**src/rtl/flow_ctrl_fsm.sv**
```systemverilog
// flow_ctrl_fsm: main control FSM for the NCH virtual-channel FIFO bank.
// Sequences RESET/INIT/IDLE/ACTIVE/ERROR, captures and validates the
// almost-full/almost-empty thresholds during INIT, debounces the all-empty
// condition before returning to IDLE, and latches per-channel FIFO errors.
//
// Optional feature macro: ERR_CLEAR_EN (adds err_clr, a software exit from ERROR).
//
// Ports:
//   clk, reset       clock, synchronous active-high reset
//   init             request (re)configuration
//   Umbral_alto/bajo proposed almost-full / almost-empty thresholds
//   empty            per-FIFO empty flags
//   fifo_error       per-FIFO overflow/underflow pulses
//   err_clr          (ERR_CLEAR_EN only) leave ERROR for INIT
//   umbral_superior  registered almost-full threshold
//   umbral_inferior  registered almost-empty threshold
//   State            current state code
//   idle, error_out  decoded state flags
//   error_chan       sticky record of offending channels
//   cfg_bad          last INIT exit rejected (bajo > alto)
module flow_ctrl_fsm #(
    parameter int unsigned NCH       = 8,
    parameter int unsigned UW        = 3,
    parameter int unsigned IDLE_HOLD = 4
) (
    input  logic              clk,
    input  logic              reset,
    input  logic              init,
    input  logic [UW-1:0]     Umbral_alto,
    input  logic [UW-1:0]     Umbral_bajo,
    input  logic [NCH-1:0]    empty,
    input  logic [NCH-1:0]    fifo_error,
`ifdef ERR_CLEAR_EN
    input  logic              err_clr,
`endif
    output logic [UW-1:0]     umbral_superior,
    output logic [UW-1:0]     umbral_inferior,
    output logic [2:0]        State,
    output logic              idle,
    output logic              error_out,
    output logic [NCH-1:0]    error_chan,
    output logic              cfg_bad
);

    localparam int unsigned HCW = $clog2(IDLE_HOLD + 1);

    typedef enum logic [2:0] {
        ST_RESET  = 3'd0,
        ST_INIT   = 3'd1,
        ST_IDLE   = 3'd2,
        ST_ACTIVE = 3'd3,
        ST_ERROR  = 3'd4
    } state_t;

    state_t             state, state_nxt;
    logic [HCW-1:0]     hc, hc_nxt;
    logic [UW-1:0]      sup_nxt, inf_nxt;
    logic [NCH-1:0]     chan_nxt;
    logic               cfg_bad_nxt;
    logic               any_err;
    logic               all_empty;

    assign any_err   = |fifo_error;
    assign all_empty = &empty;
    assign State     = state;

    // State and all output registers
    always_ff @(posedge clk) begin
        if (reset) begin
            state           <= ST_RESET;
            hc              <= '0;
            umbral_superior <= '0;
            umbral_inferior <= '0;
            idle            <= 1'b0;
            error_out       <= 1'b0;
            error_chan      <= '0;
            cfg_bad         <= 1'b0;
        end else begin
            state           <= state_nxt;
            hc              <= hc_nxt;
            umbral_superior <= sup_nxt;
            umbral_inferior <= inf_nxt;
            idle            <= (state_nxt == ST_IDLE);
            error_out       <= (state_nxt == ST_ERROR);
            error_chan      <= chan_nxt;
            cfg_bad         <= cfg_bad_nxt;
        end
    end

    // Next-state and next-output logic; priority fifo_error > init > state rule
    always_comb begin
        state_nxt   = state;
        hc_nxt      = '0;
        sup_nxt     = umbral_superior;
        inf_nxt     = umbral_inferior;
        chan_nxt    = error_chan;
        cfg_bad_nxt = cfg_bad;

        case (state)
            ST_RESET: begin
                state_nxt = ST_INIT;
            end

            ST_INIT: begin
                // Transparent capture: thresholds follow the inputs while in INIT
                sup_nxt = Umbral_alto;
                inf_nxt = Umbral_bajo;
                if (any_err) begin
                    state_nxt = ST_ERROR;
                    chan_nxt  = error_chan | fifo_error;
                end else if (init) begin
                    state_nxt = ST_INIT;
                end else if (Umbral_bajo <= Umbral_alto) begin
                    state_nxt   = ST_IDLE;
                    cfg_bad_nxt = 1'b0;
                end else begin
                    state_nxt   = ST_ERROR;
                    cfg_bad_nxt = 1'b1;
                end
            end

            ST_IDLE: begin
                if (any_err) begin
                    state_nxt = ST_ERROR;
                    chan_nxt  = error_chan | fifo_error;
                end else if (init) begin
                    state_nxt = ST_INIT;
                end else if (!all_empty) begin
                    state_nxt = ST_ACTIVE;
                end
            end

            ST_ACTIVE: begin
                if (any_err) begin
                    state_nxt = ST_ERROR;
                    chan_nxt  = error_chan | fifo_error;
                end else if (init) begin
                    state_nxt = ST_INIT;
                end else if (all_empty) begin
                    // Leave on the sample that would bring hc to IDLE_HOLD
                    if (hc >= HCW'(IDLE_HOLD - 1)) begin
                        state_nxt = ST_IDLE;
                    end else begin
                        hc_nxt = hc + HCW'(1);
                    end
                end
            end

            ST_ERROR: begin
                chan_nxt = error_chan | fifo_error;
`ifdef ERR_CLEAR_EN
                if (err_clr && !any_err) begin
                    state_nxt   = ST_INIT;
                    chan_nxt    = '0;
                    cfg_bad_nxt = 1'b0;
                end
`endif
            end

            default: begin
                state_nxt = ST_RESET;
            end
        endcase
    end

endmodule

```
**config.mk**
```make
export PLATFORM = sky130hd
export DESIGN_NAME = flow_ctrl_fsm
export DESIGN_NICKNAME = d
export VERILOG_FILES = /design/src/rtl/flow_ctrl_fsm.sv
export SDC_FILE = /design/constraint.sdc
export NUM_CORES = 1
export LEC_CHECK = 0
export ABC_AREA = 1
export CORE_MARGIN = 2
export CORE_UTILIZATION = 41
export DETAILED_ROUTE_END_ITERATION = 7
export PLACE_DENSITY_LB_ADDON = 0.15
export SYNTH_ARGS = -nofsm -noshare
export SYNTH_HDL_FRONTEND = slang
export SYNTH_SLANG_ARGS = --single-unit
export TNS_END_PERCENT = 5
```
**constraint.sdc**
```tcl
create_clock -name clk -period 1.4 [get_ports clk]
set_input_delay 0.21 -clock clk [delete_from_list [all_inputs] [get_ports clk]]
set_output_delay 0.21 -clock clk [all_outputs]
set_load 0.02 [all_outputs]
```
Word-level counts from Yosys, hierarchy flattened
Cells that the tools add are included.
{"block": "word_totals", "reg_bits": 23, "latch_bits": 0, "mem_bits_rw": 0, "mem_bits_ro": 0, "elab_cells": 45, "n_memories": 0}
{"block": "classes", "add_sub_neg": 1, "mul": 0, "div": 0, "magnitude_cmp": 2, "eq_ne": 7, "n_shift": 0, "mux": 14, "bitwise": 5, "n_reduce_logical": 8}
{"cell": "two-way mux 3 bit", "count": 10}
{"cell": "one-hot mux 8 bit (2 select lines)", "count": 1}
{"cell": "one-hot mux 3 bit (5 select lines)", "count": 1}
{"cell": "OR reduction 13 bit", "count": 1}
{"cell": "equality test 3 x 2 -> 1 bit, second input constant", "count": 3}
{"cell": "two-way mux 8 bit", "count": 1}
{"cell": "bitwise OR 8 bit", "count": 1}
{"cell": "AND reduction 8 bit", "count": 1}
{"cell": "OR reduction 8 bit", "count": 1}
{"cell": "equality test 3 bit, second input constant", "count": 2}
{"cell": "NOT 1 bit", "count": 4}
{"cell": "adder 3 x 1 -> 3 bit, second input constant", "count": 1}
{"cell": "equality test 3 x 1 -> 1 bit, second input constant", "count": 1}
{"cell": "greater-or-equal comparator 3 x 2 -> 1 bit, second input constant", "count": 1}
{"cell": "less-or-equal comparator 3 bit", "count": 1}
{"cell": "logical NOT 3 bit", "count": 1}
{"cell": "AND reduction 3 bit", "count": 1}
{"cell": "OR reduction 3 bit", "count": 1}
{"cell": "!= test 2 x 1 -> 1 bit, second input constant", "count": 1}
{"cell": "AND reduction 2 bit", "count": 1}
{"cell": "nonzero test 2 bit", "count": 1}
{"cell": "two-way mux 1 bit", "count": 1}

Longest topological paths before layout
{"block": "depth", "depth_word": 7, "depth_mapped": 10}

Worst setup path before layout
No wires, ideal clock.
{"block": "synth_path", "path_kind": "flip-flop to flip-flop", "startpoint": "register state[2], in the netlist State[2]", "endpoint": "register umbral_inferior[0]", "setup_ps": 122, "arrival_ps": 1074, "t_required_ps": 1278, "setup_slack_ps": 204, "stages_incl_launch_ff": 6, "n_path_buf": 0, "path_cell_list": "dfxtp_1 > inv_2 > nand3_4 > inv_1 > o21ai_0 > a21oi_1"}
{"block": "synth_between", "elab_chain_cells": 1}
{"element": "from (decl)", "line_no": "55", "text": "state_t state, state_nxt;"}
{"element": "from (signal assigned)", "line_no": "79", "text": "state <= state_nxt;"}
{"element": "equality test 3 x 1 -> 1 bit", "line_no": "99", "text": "case (state)"}
{"element": "to (signal assigned)", "line_no": "82", "text": "umbral_inferior <= inf_nxt;"}
{"element": "to (decl)", "line_no": "37", "text": "output logic [UW-1:0] umbral_inferior,"}
No other way between the ends.
A chain may end at the register's enable or synchronous reset.

Worst setup path in the final report
{"block": "layout_path", "startpoint": "register hc[1]", "endpoint": "register state[0], in the netlist State[0]"}
{"block": "layout_between", "elab_chain_cells": 6}
{"element": "from (decl)", "line_no": "56", "text": "logic [HCW-1:0] hc, hc_nxt;"}
{"element": "from (signal assigned)", "line_no": "80", "text": "hc <= hc_nxt;"}
{"element": "greater-or-equal comparator 3 x 2 -> 1 bit", "line_no": "141", "text": "if (hc >= HCW'(IDLE_HOLD - 1)) begin"}
{"element": "two-way mux 3 bit", "line_no": "141"}
{"element": "two-way mux 3 bit", "line_no": "139", "text": "end else if (all_empty) begin"}
{"element": "two-way mux 3 bit", "line_no": "137", "text": "end else if (init) begin"}
{"element": "two-way mux 3 bit", "line_no": "134", "text": "if (any_err) begin"}
{"element": "one-hot mux 3 bit (5 select lines)", "line_no": "99"}
No other way between the ends.

==> run_results.csv <==
group,metric,value,unit
logic_synthesis,synth_area,0.00106,mm2
logic_synthesis,synth_compound_area_frac,0.124,
critical_path,endpoint_kind,"register",
logic_synthesis,avgSynthCellArea,7.48,um2
job,drv_cap,0,
power,cellLeakagePower,0.745,nW
timing,hold_viol_final,0,
critical_path,r2r_setup_slack,0.09,ns
power,ir_worst_vdd,0.000680,V
timing,skew,0.00250,ns
critical_path,r2r_cells,9,
clocking,cts_sinks,23,
timing,worst_pin_slew,0.259,ns
power,power_density,984,mW/mm2
logic_synthesis,synth_xor_xnor_area_share,0,
die,initial_core_util,0.429,
die,ios,45,
clocking,cts_root_buffer,"clkbuf_4",
logic_synthesis,synth_top_family_by_area,"simple AND/OR/NAND/NOR gates",
timing,fin_crit_sh,0.939,
placement,io_buffers,44,
critical_path,required,1.65,ns
finish,drive_gt1_frac,0.154,
clocking,clk_latency,0.31,ns
finish,layout_common_cells,"nand2_1 (34), clkdlybuf4s50_1 (24), dfxtp_1 (21)",
min_path,whs_path_depth,1,
timing,holdWs,0.426,ns
finish,n_antenna_cell,0,
timing,setup_viol,0,
global_route,grt_pass1_vias,976,
timing,min_period,1.31,ns
critical_path,crit_fanout,2,
logic_synthesis,syn_nets,172,
clocking,clkTransAtPathRegs,0.13,ns
logic_synthesis,synthAdderAreaFrac,0.0589,
critical_path,path_class,"reg -> reg",
die,fp.dieW,54.9,um
min_path,hold_class,"reg -> reg",
clocking,htreeDepth,1,
global_route,antenna_found_initial,0,
drt,drt_wl_total,2600,um
clocking,cts_max_path_buffers,2,
critical_path,cp.arrival,1.57,ns
critical_path,cp-start-kind,"register",
placement,gp_congestion,0.826,
global_route,grt_usage,0.186,
global_route,grt_max_degree,14,
logic_synthesis,synth_cell_types,22,
status,status,"finished, final reports clean",
clocking,holdBufCountCts,0,
drt,firstDrtPassIters,5,
drt,drc_errors,0,
logic_synthesis,muxShareOfSynthArea,0,
logic_synthesis,ys_ff_latch,23,
logic_synthesis,syn_inst,142,
drt,drt_iter0_markers,16,
die,dieArea,0.00301,mm2
finish,nets,226,
global_route,grt_pass1_wl,4060,um
logic_synthesis,synthSimpleGateAreaFrac,0.310,
drt,antenna_left,0,
logic_synthesis,ys_seq_area_frac,0.433,
clocking,cts_buffers,3,
timing,fmax,761,MHz
die,core_area,0.00248,mm2
finish,final_common_cell,"nand2_1",
timing,maxSlewHeadroom,0.825,
timing,maxSlewViolCount,0,
drt,avgRoutedWirePerCell,11.5,um
timing,rsz0062_at_grt,"true",
global_route,overflow,0,
logic_synthesis,synth_warnings,0,
finish,syn_to_final_growth,52.7,%
drt,viasPerCell,4.75,
placement,dpl.hpwl,2040,um
clocking,cts_tree,"done",
die,rows,18,
drt,vias,1068,
power,power.total,1.60,mW
die,fp.dieH,54.9,um
registers in the layout (all words and copies together), names as in the netlist:
signal / count
umbral_inferior: 3
cfg_bad: 1
hc: 3
idle: 1
State: 3
error_out: 1
umbral_superior: 3
error_chan: 8
area by class of cell:
class	count	area, um2
multi-input combinational	98	558
timing repair buffer	50	460
sequential	23	463
inverter	20	75.1
clock buffer	3	22.5
tap	30	37.5
fill	250	856
clock inverter	1	5.00
power by group:
part | internal, mW | switching, mW | leakage (nW)
clock network | 0.107 | 0.201 | 0.0177
registers | 0.722 | 0.0307 | 0.189
logic | 0.232 | 0.302 | 0.538
Yosys cell counts (all sizes together):
cell type  count  area, um2
or2            1       6.26
a31oi          2       12.5
ha             5       62.6
clkbuf         1       3.75
nand3          6       47.6
nor3b          1       7.51
dfxtp         23        460
nand2         38        153
a21oi         17       85.1
nor3           3       15.0
nand3b         1       7.51
o21ai          6       33.8
nor2          18       92.6
inv           20       75.1
metrics by stage:
| stage | TNS, ns | instances | cell area (um2) | util | worst slack, ns |
|---|---|---|---|---|---|
| 6_report | 0 | 225 | 1620 | 0.655 | 0.0857 |
| 5_1_grt | -0.0833 | 225 | 1620 | 0.655 | -0.0365 |
| 4_1_cts | 0 | 225 | 1580 | 0.639 | 0.0484 |
| 3_5_place_dp | -1.87 | 221 | 1580 | 0.638 | -0.284 |
| 3_3_place_gp | -1.34 | 221 | 1580 | 0.638 | -0.228 |
| 2_1_floorplan | 0 | 142 | 1060 | - | 0.204 |
per-layer routing:
metal | track usage | share of wire | wire length [um] | up-vias
met5 | 0 | 0 | 0 | -
li1 | - | - | - | 558
met4 | 0.0610 | 0.0096 | 25 | 0
met2 | 0.335 | 0.51 | 1310 | 29
met1 | 0.223 | 0.43 | 1110 | 477
met3 | 0.0323 | 0.055 | 144 | 4
critical path, stage by stage (launching register included):
cell	delay [ns]
dfxtp_2	0.35
ha_2	0.17
ha_2	0.16
nor2_1	0.09
nand2_1	0.09
nand3_1	0.07
nand2_1	0.06
nand2_2	0.07
nand2_2	0.07
a21oi_2	0.13
logic make-up after synthesis:
| kind of cell | Yosys count |
|---|---|
| adders and majority gates | 5 |
| DFF | 23 |
| and+or+nand+nor | 68 |
| buffers and inverters | 21 |
| AOI/OAI and AO/OA | 25 |
what timing repair did:
action | CTS | global route
buffers inserted | 0 | 0
resized for setup | 20 | 10
pin swaps | 0 | 7
endpoints found under the setup margin | 20 | 7
hold endpoints to repair | 0 | 0
path summary, 6_finish.rpt:
kind	from	to
hold / removal	hc[0]$_SDFF_PP0_	hc[0]$_SDFF_PP0_
setup / recovery	hc[1]$_SDFF_PP0_	State[0]$_SDFF_PP0_
hold reg to reg	hc[0]$_SDFF_PP0_	hc[0]$_SDFF_PP0_
setup reg to reg	hc[1]$_SDFF_PP0_	State[0]$_SDFF_PP0_
Note: power is estimated with default switching activity, not from simulation.
==> RTL change: new RTL, same flow settings <==
Build with the macro `ERR_CLEAR_EN` defined.
--- a/src/rtl/flow_ctrl_fsm.sv
+++ b/src/rtl/flow_ctrl_fsm.sv
@@ -18,6 +18,8 @@
 //   idle, error_out  decoded state flags
 //   error_chan       sticky record of offending channels
 //   cfg_bad          last INIT exit rejected (bajo > alto)
+`define ERR_CLEAR_EN
+
 module flow_ctrl_fsm #(
     parameter int unsigned NCH       = 8,
     parameter int unsigned UW        = 3,
Interface: changed (added err_clr); port bits go from 45 to 46. The function was not compared with the original's and may differ.
==> RTL change against the unedited design <==
Sequential share of layout area fell by 0.91 points; worst setup slack lost 0.015 ns; power grew 3.1%; wire length is 1.1% lower; die area rose by 5.4%; count of clock-buffer cells in the layout unchanged; synthesized area is 5.8% higher; highest routed layer unchanged; sequential cell count did not move; final area increased by 3.0%; critical path type is now register to output pin; maximum frequency down 1.1%; clock skew up 0.0095 ns.
==> RTL change: results (changes against the unedited design) <==
slowest_stage: "dfxtp_1"
cts_max_level: 1  # unchanged
endpoint: "State[2]"
yosysWarnings: 0  # unchanged
synthTopCellsByArea: "dfxtp_1 (41%), nand2_1 (12%), inv_1 (7.7%)"
r2r_slack_ns: 0.07  # -0.02 ns
drive_above_1_share_pct: 15.4  # unchanged
synth_area_per_cell_um2: 7.25  # -3.1%
clk_pin_slew_ns: 0.13  # about the same
synth_xor_area_share_pct: 0  # unchanged
hold_end: "umbral_inferior[0]"
startpoint: "State[2]"
syn-num-nets: 186  # +8.1%
place.gp.congestion: 0.852  # +3.0%
vdd_drop_max_mv: 0.703  # +3.4%
dp_hpwl_um: 2100  # +2.9%
synthFlopType: "dfxtp_1"
grt_usage_pct: 17.2  # -1.4 points
rr_worst_depth: 10  # +1
reg2reg_to: "idle"
finalWirelength_um: 2570  # -1.1%
grt_max_degree: 14  # unchanged
post-route-period-util_pct: 95.0  # +1.1 points
status: "completed"
diodes: 0  # unchanged
critPathMaxStageDelay_ns: 0.45  # +0.10 ns
drt_iter0_markers: 23  # +7
synth.distinct_cells: 22  # unchanged
synth_compound_area_share_pct: 10.2  # -2.1 points
dpl_cell_area_mm2: 0.00163  # +3.3%
finClkSkew_ns: 0.0120  # +0.00952 ns
fill_cells: 238  # -4.8%
place_ws_ns: -0.317  # -0.0333 ns
synth_common_cells: "nand2_1 (37), dfxtp_1 (23), inv_1 (23)"
whs_ns: 0.449  # +0.0237 ns
placed_cells: 233  # +5.4%
reg2reg_from: "hc[0]"
grt_pass1_wl_um: 4460  # +10%
min_from: "Umbral_bajo[0]"
hold_class: "input pin to register"
synthArstFlopShare_pct: 0  # unchanged
tightest_slew_ns: 0.234  # -0.0254 ns
stdcell_count: 238  # +5.8%
clk_latency_ns: 0.32
crit_path_max_fanout: 5  # +3
antenna_found_initial: 0  # unchanged
largest_reg_flops: 8  # unchanged
largest-register: "error_chan"
numPortBuffers: 45  # +2.3%
synth_top_family_by_area: "simple AND/OR/NAND/NOR gates"
cts_buffer_depth: 2  # unchanged
leakage_nw: 0.821  # +10%
dr_total_vias: 1135  # +6.3%
numCtsBuffers: 3  # unchanged
cp.arrival_ns: 1.12  # -0.45 ns
first_pass_iters: 4  # -1
synthAdderAreaFrac_pct: 5.57  # -0.32 points
synth.yosys.seq_area_share_pct: 41.0  # -2.4 points
cpLargestDelayFamily: "flip-flops"
min_path_cells: 3  # +2
==> RTL change: what timing repair did <==
action                                  CTS  global route
setup buffers                             0             1
pin swaps                                 0             7
endpoints found under the setup margin   20             4
gates resized for setup                  20             7
==> RTL change: final cells by class <==
cell class	instances	area, µm²	share of cell area (%)
Inverter	26	97.6	5.84
Clock inverter	1	5.00	0.300
Sequential cell	23	462	27.6
Timing Repair Buffer	49	455	27.3
Clock buffer	3	22.5	1.35
Tap cell	30	37.5	2.25
Multi-Input combinational cell	106	591	35.4
==> RTL change: per-layer routing <==
metal | vias up | wire [µm] | GRT usage, %
li1 | 589 | - | -
met1 | 497 | 1130 | 21.2
met2 | 42 | 1220 | 28.1
met3 | 7 | 165 | 3.92
met4 | 0 | 54 | 8.50
met5 | - | 0 | 0
==> RTL change: report_power, final <==
group / internal [mW] / total [mW] / switching, mW
logic: 0.239 / 0.567 / 0.328
registers: 0.728 / 0.767 / 0.0387
clock network: 0.107 / 0.311 / 0.204
